==> src/rtl/vip_pkg.sv <==
// vip_pkg: shared FSM state type, frame counter width and counter-width helper for the vip output stage
package vip_pkg;
  typedef enum logic {IDLE, ACTIVE} state_t;
  localparam int FRAME_CNT_W = 16;
  function automatic int cnt_w(input int n);
    return (n > 1) ? $clog2(n) : 1;
  endfunction
endpackage

==> src/rtl/vip_frame_counter.sv <==
// vip_frame_counter: x/y pixel position tracking; outputs x_last, y_last for the current pixel and geom_err_event on an eol at the wrong column
module vip_frame_counter
  import vip_pkg::*;
#(
  parameter int IMG_WIDTH  = 640,
  parameter int IMG_HEIGHT = 480
) (
  input  logic clock,
  input  logic reset,
  input  logic advance,
  input  logic restart,
  input  logic eol,
  output logic x_last,
  output logic y_last,
  output logic geom_err_event
);
  localparam int XW = cnt_w(IMG_WIDTH);
  localparam int YW = cnt_w(IMG_HEIGHT);
  localparam logic [XW-1:0] XMAX = XW'(IMG_WIDTH - 1);
  localparam logic [YW-1:0] YMAX = YW'(IMG_HEIGHT - 1);
  logic [XW-1:0] x, cur_x;
  logic [YW-1:0] y, cur_y;
  always_comb begin
    cur_x = restart ? '0 : x;
    cur_y = restart ? '0 : y;
    x_last = cur_x == XMAX;
    y_last = cur_y == YMAX;
    geom_err_event = advance & eol & ~x_last;
  end
  always_ff @(posedge clock or posedge reset)
    if (reset) begin
      x <= '0;
      y <= '0;
    end else if (advance) begin
      x <= eol ? '0 : x_last ? cur_x : cur_x + 1'b1;
      y <= eol ? (y_last ? '0 : cur_y + 1'b1) : cur_y;
    end
endmodule

==> src/rtl/pixel_fifo_writer.sv <==
// pixel_fifo_writer: writes the framed pixel stream into the output FIFO with backpressure, geometry checking and frame counting
//   in_valid/in_ready/in_data/in_sof/in_eol: upstream stream; fifo_wrreq/fifo_data/fifo_full: FIFO write port
//   frame_done/frame_count: completion pulse and count; err_geom/err_clr: sticky geometry error and its clear
module pixel_fifo_writer
  import vip_pkg::*;
#(
  parameter int DWIDTH     = 8,
  parameter int IMG_WIDTH  = 640,
  parameter int IMG_HEIGHT = 480
) (
  input  logic                   clock,
  input  logic                   reset,
  input  logic                   in_valid,
  output logic                   in_ready,
  input  logic [DWIDTH-1:0]      in_data,
  input  logic                   in_sof,
  input  logic                   in_eol,
  output logic                   fifo_wrreq,
  output logic [DWIDTH-1:0]      fifo_data,
  input  logic                   fifo_full,
  output logic                   frame_done,
  output logic [FRAME_CNT_W-1:0] frame_count,
  output logic                   err_geom,
  input  logic                   err_clr
);
  state_t state, state_nx;
  logic xfer, write, done_ev, err_ev, x_last, y_last, geom_err_event;
  assign in_ready = ~fifo_full;
  vip_frame_counter #(.IMG_WIDTH(IMG_WIDTH), .IMG_HEIGHT(IMG_HEIGHT)) counter (
    .clock(clock),
    .reset(reset),
    .advance(write),
    .restart(xfer & in_sof),
    .eol(in_eol),
    .x_last(x_last),
    .y_last(y_last),
    .geom_err_event(geom_err_event)
  );
  // stray data in IDLE and sof inside a frame are both geometry errors; the x overflow check covers over-long lines
  always_comb begin
    xfer = in_valid & in_ready;
    write = xfer & (in_sof | state == ACTIVE);
    done_ev = write & in_eol & y_last;
    err_ev = geom_err_event | (write & ~in_eol & x_last) | (xfer & (in_sof ? state == ACTIVE : state == IDLE));
    state_nx = write ? (done_ev ? IDLE : ACTIVE) : state;
  end
  always_ff @(posedge clock or posedge reset)
    if (reset) state <= IDLE;
    else state <= state_nx;
  always_ff @(posedge clock or posedge reset)
    if (reset) begin
      fifo_wrreq <= 1'b0;
      fifo_data <= '0;
      frame_done <= 1'b0;
      frame_count <= '0;
      err_geom <= 1'b0;
    end else begin
      fifo_wrreq <= write;
      fifo_data <= write ? in_data : fifo_data;
      frame_done <= done_ev;
      frame_count <= frame_count + FRAME_CNT_W'(done_ev);
      err_geom <= err_ev | (err_geom & ~err_clr);
    end
endmodule

==> config.mk <==
export PLATFORM = sky130hd
export DESIGN_NAME = pixel_fifo_writer
export DESIGN_NICKNAME = d
export VERILOG_FILES = /design/src/rtl/vip_pkg.sv /design/src/rtl/vip_frame_counter.sv /design/src/rtl/pixel_fifo_writer.sv
export SDC_FILE = /design/constraint.sdc
export NUM_CORES = 1
export LEC_CHECK = 0
export ABC_AREA = 0
export CAP_MARGIN = 20
export CORE_MARGIN = 2
export CORE_UTILIZATION = 56
export DETAILED_ROUTE_END_ITERATION = 8
export GPL_TIMING_DRIVEN = 0
export PLACE_DENSITY_LB_ADDON = 0.08
export SLEW_MARGIN = 20
export SYNTH_ARGS = -nofsm -noshare
export SYNTH_HDL_FRONTEND = slang
export SYNTH_SLANG_ARGS = --single-unit
==> constraint.sdc <==
create_clock -name clock -period 4 [get_ports clock]
set_input_delay 1 -clock clock [delete_from_list [all_inputs] [get_ports clock]]
set_output_delay 1 -clock clock [all_outputs]
set_load 0.005 [all_outputs]
* After elaboration in Yosys (flattened, before gate mapping)
Cells that the tools add are included.
** Word-level totals
- Register bits :: 47
- Output and inout port bits :: 28
** Cells by class
- Add/sub/neg operators :: 3
- Equal/unequal tests :: 2
- Multiplexer cells :: 8
- Bitwise operators :: 19
** Operators by type and width (count)
- 10-bit 2-to-1 mux :: 3
- 9-bit 2-to-1 mux :: 3
- 16-bit by 1-bit adder with 16-bit output :: 1
- 10-bit by 1-bit adder with 10-bit output, second input constant :: 1
- 1-bit bitwise AND :: 10
- 10-bit == test, second input constant :: 1
- 9-bit by 1-bit adder with 9-bit output, second input constant :: 1
- 9-bit == test, second input constant :: 1
- 1-bit inverter :: 5
- 1-bit bitwise OR :: 4
- 1-bit 2-to-1 mux :: 2

* Longest topological paths before layout
- Depth after elaboration :: 10
- Gate-level depth with buffers :: 13
- Depth with buffers taken out :: 11

* Hierarchy
From an unflattened synthesis, not the netlist that was laid out.
** Unflattened totals
- Cells, all modules :: 233
- Area total of the unflattened synthesis :: 2471.1 um^2
** By module, submodules not included
- vip_frame_counter :: instances 1, cells each 141, area each 1282.5 um^2
- pixel_fifo_writer :: instances 1, cells each 92, area each 1188.6 um^2

* Least setup slack after synthesis
No wires, ideal clock.
- Path type :: input to register
- Start point :: input port in_sof
- End point :: register frame_count[10]
- Setup time :: 0.124 ns
- Data arrival time :: 3.107 ns
- Required time :: 3.876 ns
- Setup slack :: 0.769 ns
- Stages on the path :: 13
- Buffers on the path :: 2
- Path through :: inv_1 ha_1 or3b_1 buf_2 inv_1 clkbuf_1 nand2_1 nor2_1 ha_1 ha_1 and3_1 nand4_1 xnor2_1
** Between the ends
- Word-level cells in the longest chain between the ends :: 5
- Elaborated cells between the ends (all ways) :: 8
- Those cells by class :: 1 x add/sub; 1 x eq/ne; 1 x mux; 5 x bitwise
** RTL lines
- start: declaration :: RTL line pixel_fifo_writer.sv:16 : input logic in_sof,
- 1-bit bitwise AND or 1-bit bitwise OR (tied branches) :: RTL line pixel_fifo_writer.sv:33, pixel_fifo_writer.sv:42
- 9-bit 2-to-1 mux or 1-bit bitwise AND (tied branches) :: RTL line vip_frame_counter.sv:25, pixel_fifo_writer.sv:42
- 9-bit == test or 1-bit bitwise AND (tied branches) :: RTL line vip_frame_counter.sv:27, pixel_fifo_writer.sv:43
- 1-bit bitwise AND * :: RTL line pixel_fifo_writer.sv:43 : done_ev = write & in_eol & y_last;
- net done_ev :: RTL line pixel_fifo_writer.sv:27 : logic xfer, write, done_ev, err_ev, x_last, y_last, geom_err_event;
- 16-bit by 1-bit adder with 16-bit output * :: RTL line pixel_fifo_writer.sv:61 : frame_count <= frame_count + FRAME_CNT_W'(done_ev);
- end signal: assignment :: RTL line pixel_fifo_writer.sv:61
- end: declaration :: RTL line pixel_fifo_writer.sv:22 : output logic [FRAME_CNT_W-1:0] frame_count,
The timed path passes the listed nets; every way through them passes the cells marked *.
A chain may end at the register's enable or synchronous reset.

* Worst setup path after layout
- Start point :: input port fifo_full
- End point :: register frame_count[10]
** Between the ends
- Word-level cells in the longest chain between the ends :: 7
- Elaborated cells between the ends (all ways) :: 9
- Those cells by class :: 1 x add/sub; 1 x eq/ne; 1 x mux; 6 x bitwise
** RTL lines
- start: declaration :: RTL line pixel_fifo_writer.sv:20 : input logic fifo_full,
- 1-bit inverter * :: RTL line pixel_fifo_writer.sv:28 : assign in_ready = ~fifo_full;
- 1-bit bitwise AND * :: RTL line pixel_fifo_writer.sv:41 : xfer = in_valid & in_ready;
- 1-bit bitwise AND :: RTL line pixel_fifo_writer.sv:33 : .restart(xfer & in_sof),
- 9-bit 2-to-1 mux :: RTL line vip_frame_counter.sv:25 : cur_y = restart ? '0 : y;
- 9-bit == test :: RTL line vip_frame_counter.sv:27 : y_last = cur_y == YMAX;
- 1-bit bitwise AND * :: RTL line pixel_fifo_writer.sv:43
- net done_ev :: RTL line pixel_fifo_writer.sv:27
- 16-bit by 1-bit adder with 16-bit output * :: RTL line pixel_fifo_writer.sv:61
Marked as above.

==> metrics.cfg <==
[outcome]
status = finished, final reports clean

[critical_path]
cp_max_fo = 5
start_kind = input pin
r2r_cells = 9
rr_startpoint = counter.y[4]
r2r_slack_ps = 1100
worstPathRequired_ps = 4200
crit_type = input pin to flip-flop
end_kind = flip-flop
worstReg2RegEnd = frame_count[10]
cp_data_arrival_time_ps = 3910
crit_start = fifo_full

[clock_tree]
clock_path_buffers = 2
path_clk_slew_ps = 100
holdBufCountCts = 0
clkSinkCount = 47
cts_tree = done
root_buffer = clkbuf_8
cts_htree_levels = 2
numCtsBuffers = 5
clkLatencyLatePin_ps = 300

[logic_synthesis]
synth.top_cell.area_share_pct = 49.1
yosysUniqueCellTypes = 45
synthCells = 255
synth_area_leaders = dfrtp_1 49%, nand2_1 7.5%, xnor2_1 4.4%, nand4_1 3.4%, ha_1 3.1%
ys_seq_area_share_pct = 49.1
yosys_most_used_dff = dfrtp_1
ys_async_sr_fraction_pct = 100
syn_avg_cell_area_sq_um = 9.39
syn_nets = 276
ys_warn_count = 0
synth_edf_count = 0
syn-cell-area_sq_um = 2390
ys_ff_latch = 47
synth_area_leader_cell = dfrtp_1

[timing]
fmax_ghz = 0.269
fin_crit_sh_pct = 92.8
rsz0062_at_grt = no
drv_slew = 0
finalClockSkew_ps = 6.16
maxSlewHeadroom_pct = 53.9
fin_ws_ps = 286
min_period_ps = 3710
tightest_slew_ps = 686
setup_viol = 0
finalHoldViolations = 0
setup_tns_ps = 0

[floorplanning]
die_w_um = 69.4
die_h_um = 69.4
rows = 23
io_pins = 43
core_sq_um = 4060
initial_utilization_pct = 59.0
dieArea_sq_um = 4810

[grt]
antenna_found_initial = 0
grt_pass1_wl_um = 8770
grt_max_degree = 26
grt_pass1_vias = 1869
grt_usage_pct = 22.3
grt_remaining_overflow = 0

[cells_and_area]
syn2layout_area_growth_pct = 25.1
drive_gt1_share_pct = 6.21
num-nets-final = 326
design_area_sq_um = 2990
antenna_cells = 0

[routing]
wl_met3_um = 254
route.top_layer_used = met4
wl_um = 5110
vias = 2061
drtAntennaViolNets = 0
first_iter_violations = 90
m1WireLength_um = 2560
routed_via_density = 5.79
drc_errors = 0
drt_pass1_iterations = 4
wl_per_cell_um = 14.4
wl_met2_um = 2240

[place]
placement.cell_area_sq_um = 2890
port_buffers = 41
gp_congestion = 0.886
dp_hpwl_um = 3630
pre_cts_slack_ps = -408

[min_path]
min-delay-start = fifo_data[1]
holdCritPathClass = flip-flop to flip-flop
hold_depth = 2
holdPathEnd = fifo_data[1]

[job]
cap_violations = 0

[pwr]
p_per_area_nw_per_um2 = 369
p_leak_nw = 1.30
vdd_ir_drop_max_v = 0.000323

[registers in the layout (all words and copies together) (netlist names)]
register,count
err_geom,1
state,1
fifo_wrreq,1
frame_count,16
frame_done,1
fifo_data,8
counter.x,10
counter.y,9
[worst max-delay path: stages]
cell and delay [ps]:
clkdlybuf4s50_1 530, nand3b_1 190, and2_1 150, ha_1 220
or4b_2 620, nor2_1 230, ha_1 190, ha_1 230
and3_1 270, nand4_1 130, xnor2_1 140
[cells by family after synthesis]
| family | count (synthesis) | share of synthesized area, % |
|---|---|---|
| AOI/OAI and AO/OA | 41 | 11.7 |
| xor gates and xnor gates | 17 | 6.22 |
| adders and majority gates | 6 | 3.14 |
| buffers and inverters | 23 | 3.71 |
| DFF | 47 | 49.1 |
| muxes | 2 | 0.836 |
| and+or+nand+nor | 119 | 25.2 |
[worst max-delay path by stage]
stage	end	slack, ps	cells past startpoint
after CTS	frame_count[10]	160	13
after detailed placement	frame_count[10]	-410	14
final	frame_count[10]	290	11
after floorplan	frame_count[10]	770	13
after global routing	frame_count[10]	70	13
after global placement	frame_count[10]	-310	14
[layout by cell type (no fill, tap or decap), drive strengths merged, types with 2 or more instances in the layout]
cell type and count:
a21oi 6, inv 11, and2 4, clkbuf 14
o21ai 15, nand2 48, nor4 5, or4 2
nand3 9, nand2b 3, o211ai 3, ha 6
dfrtp 47, nand3b 2, xnor2 12, mux2i 2
nand4 13, o221ai 2, xor2 5, clkdlybuf4s50 41
and4 2, o311ai 3, or3b 2, nor3 7
clkinvlp 3, buf 5, nor2 13, a32o 3
and3 4
[synthesized netlist by cell type (all sizes together) (2+ instances only)]
cell type / n
nor2: 13
and2: 4
nand4: 13
xor2: 5
o211ai: 3
nor4: 5
o221ai: 2
o21ai: 15
ha: 6
nand2: 48
xnor2: 12
clkbuf: 10
nor3: 7
o311ai: 3
buf: 2
nand3b: 2
dfrtp: 47
a21oi: 6
inv: 11
or4: 2
nand3: 9
and4: 2
or3b: 2
nand2b: 3
mux2i: 2
and3: 4
a32o: 3
[per-layer routing]
metal  global-route usage, %  vias up
li1                        -     1006
met1                    33.3      982
met2                    32.9       67
met3                    5.09        6
met4                    5.66        0
met5                       0        -
[cell type report]
cell class	count	area, sq um
Multi-Input combinational cell	185	1130
Tap cell	50	62.6
Buffer	11	43.8
Clock buffer	5	68.8
Fill cell	314	1060
Sequential cell	47	1180
Inverter	11	45.0
Timing Repair Buffer	44	445
Clock inverter	3	23.8
[stage by stage]
stage	power, mW	std cells	utilization (%)	hold slack [ps]
floorplan	0.719	255	-	465
global placement	0.802	346	70.6	455
detailed placement	0.813	347	71.1	462
CTS	1.11	354	73.3	484
global route	1.17	356	73.8	509
finish	1.10	356	73.8	480
[report_power, final]
group,switching (mW),internal [mW]
combinational,0.102,0.108
clock,0.171,0.125
sequential,0.0638,0.534
[repair_timing]
action	4_1_cts	5_1_grt
setup endpoints to repair	5	7
gates resized for setup	0	1
pin swaps	0	1
setup buffers	0	2
(Power assumes the default switching activity.)
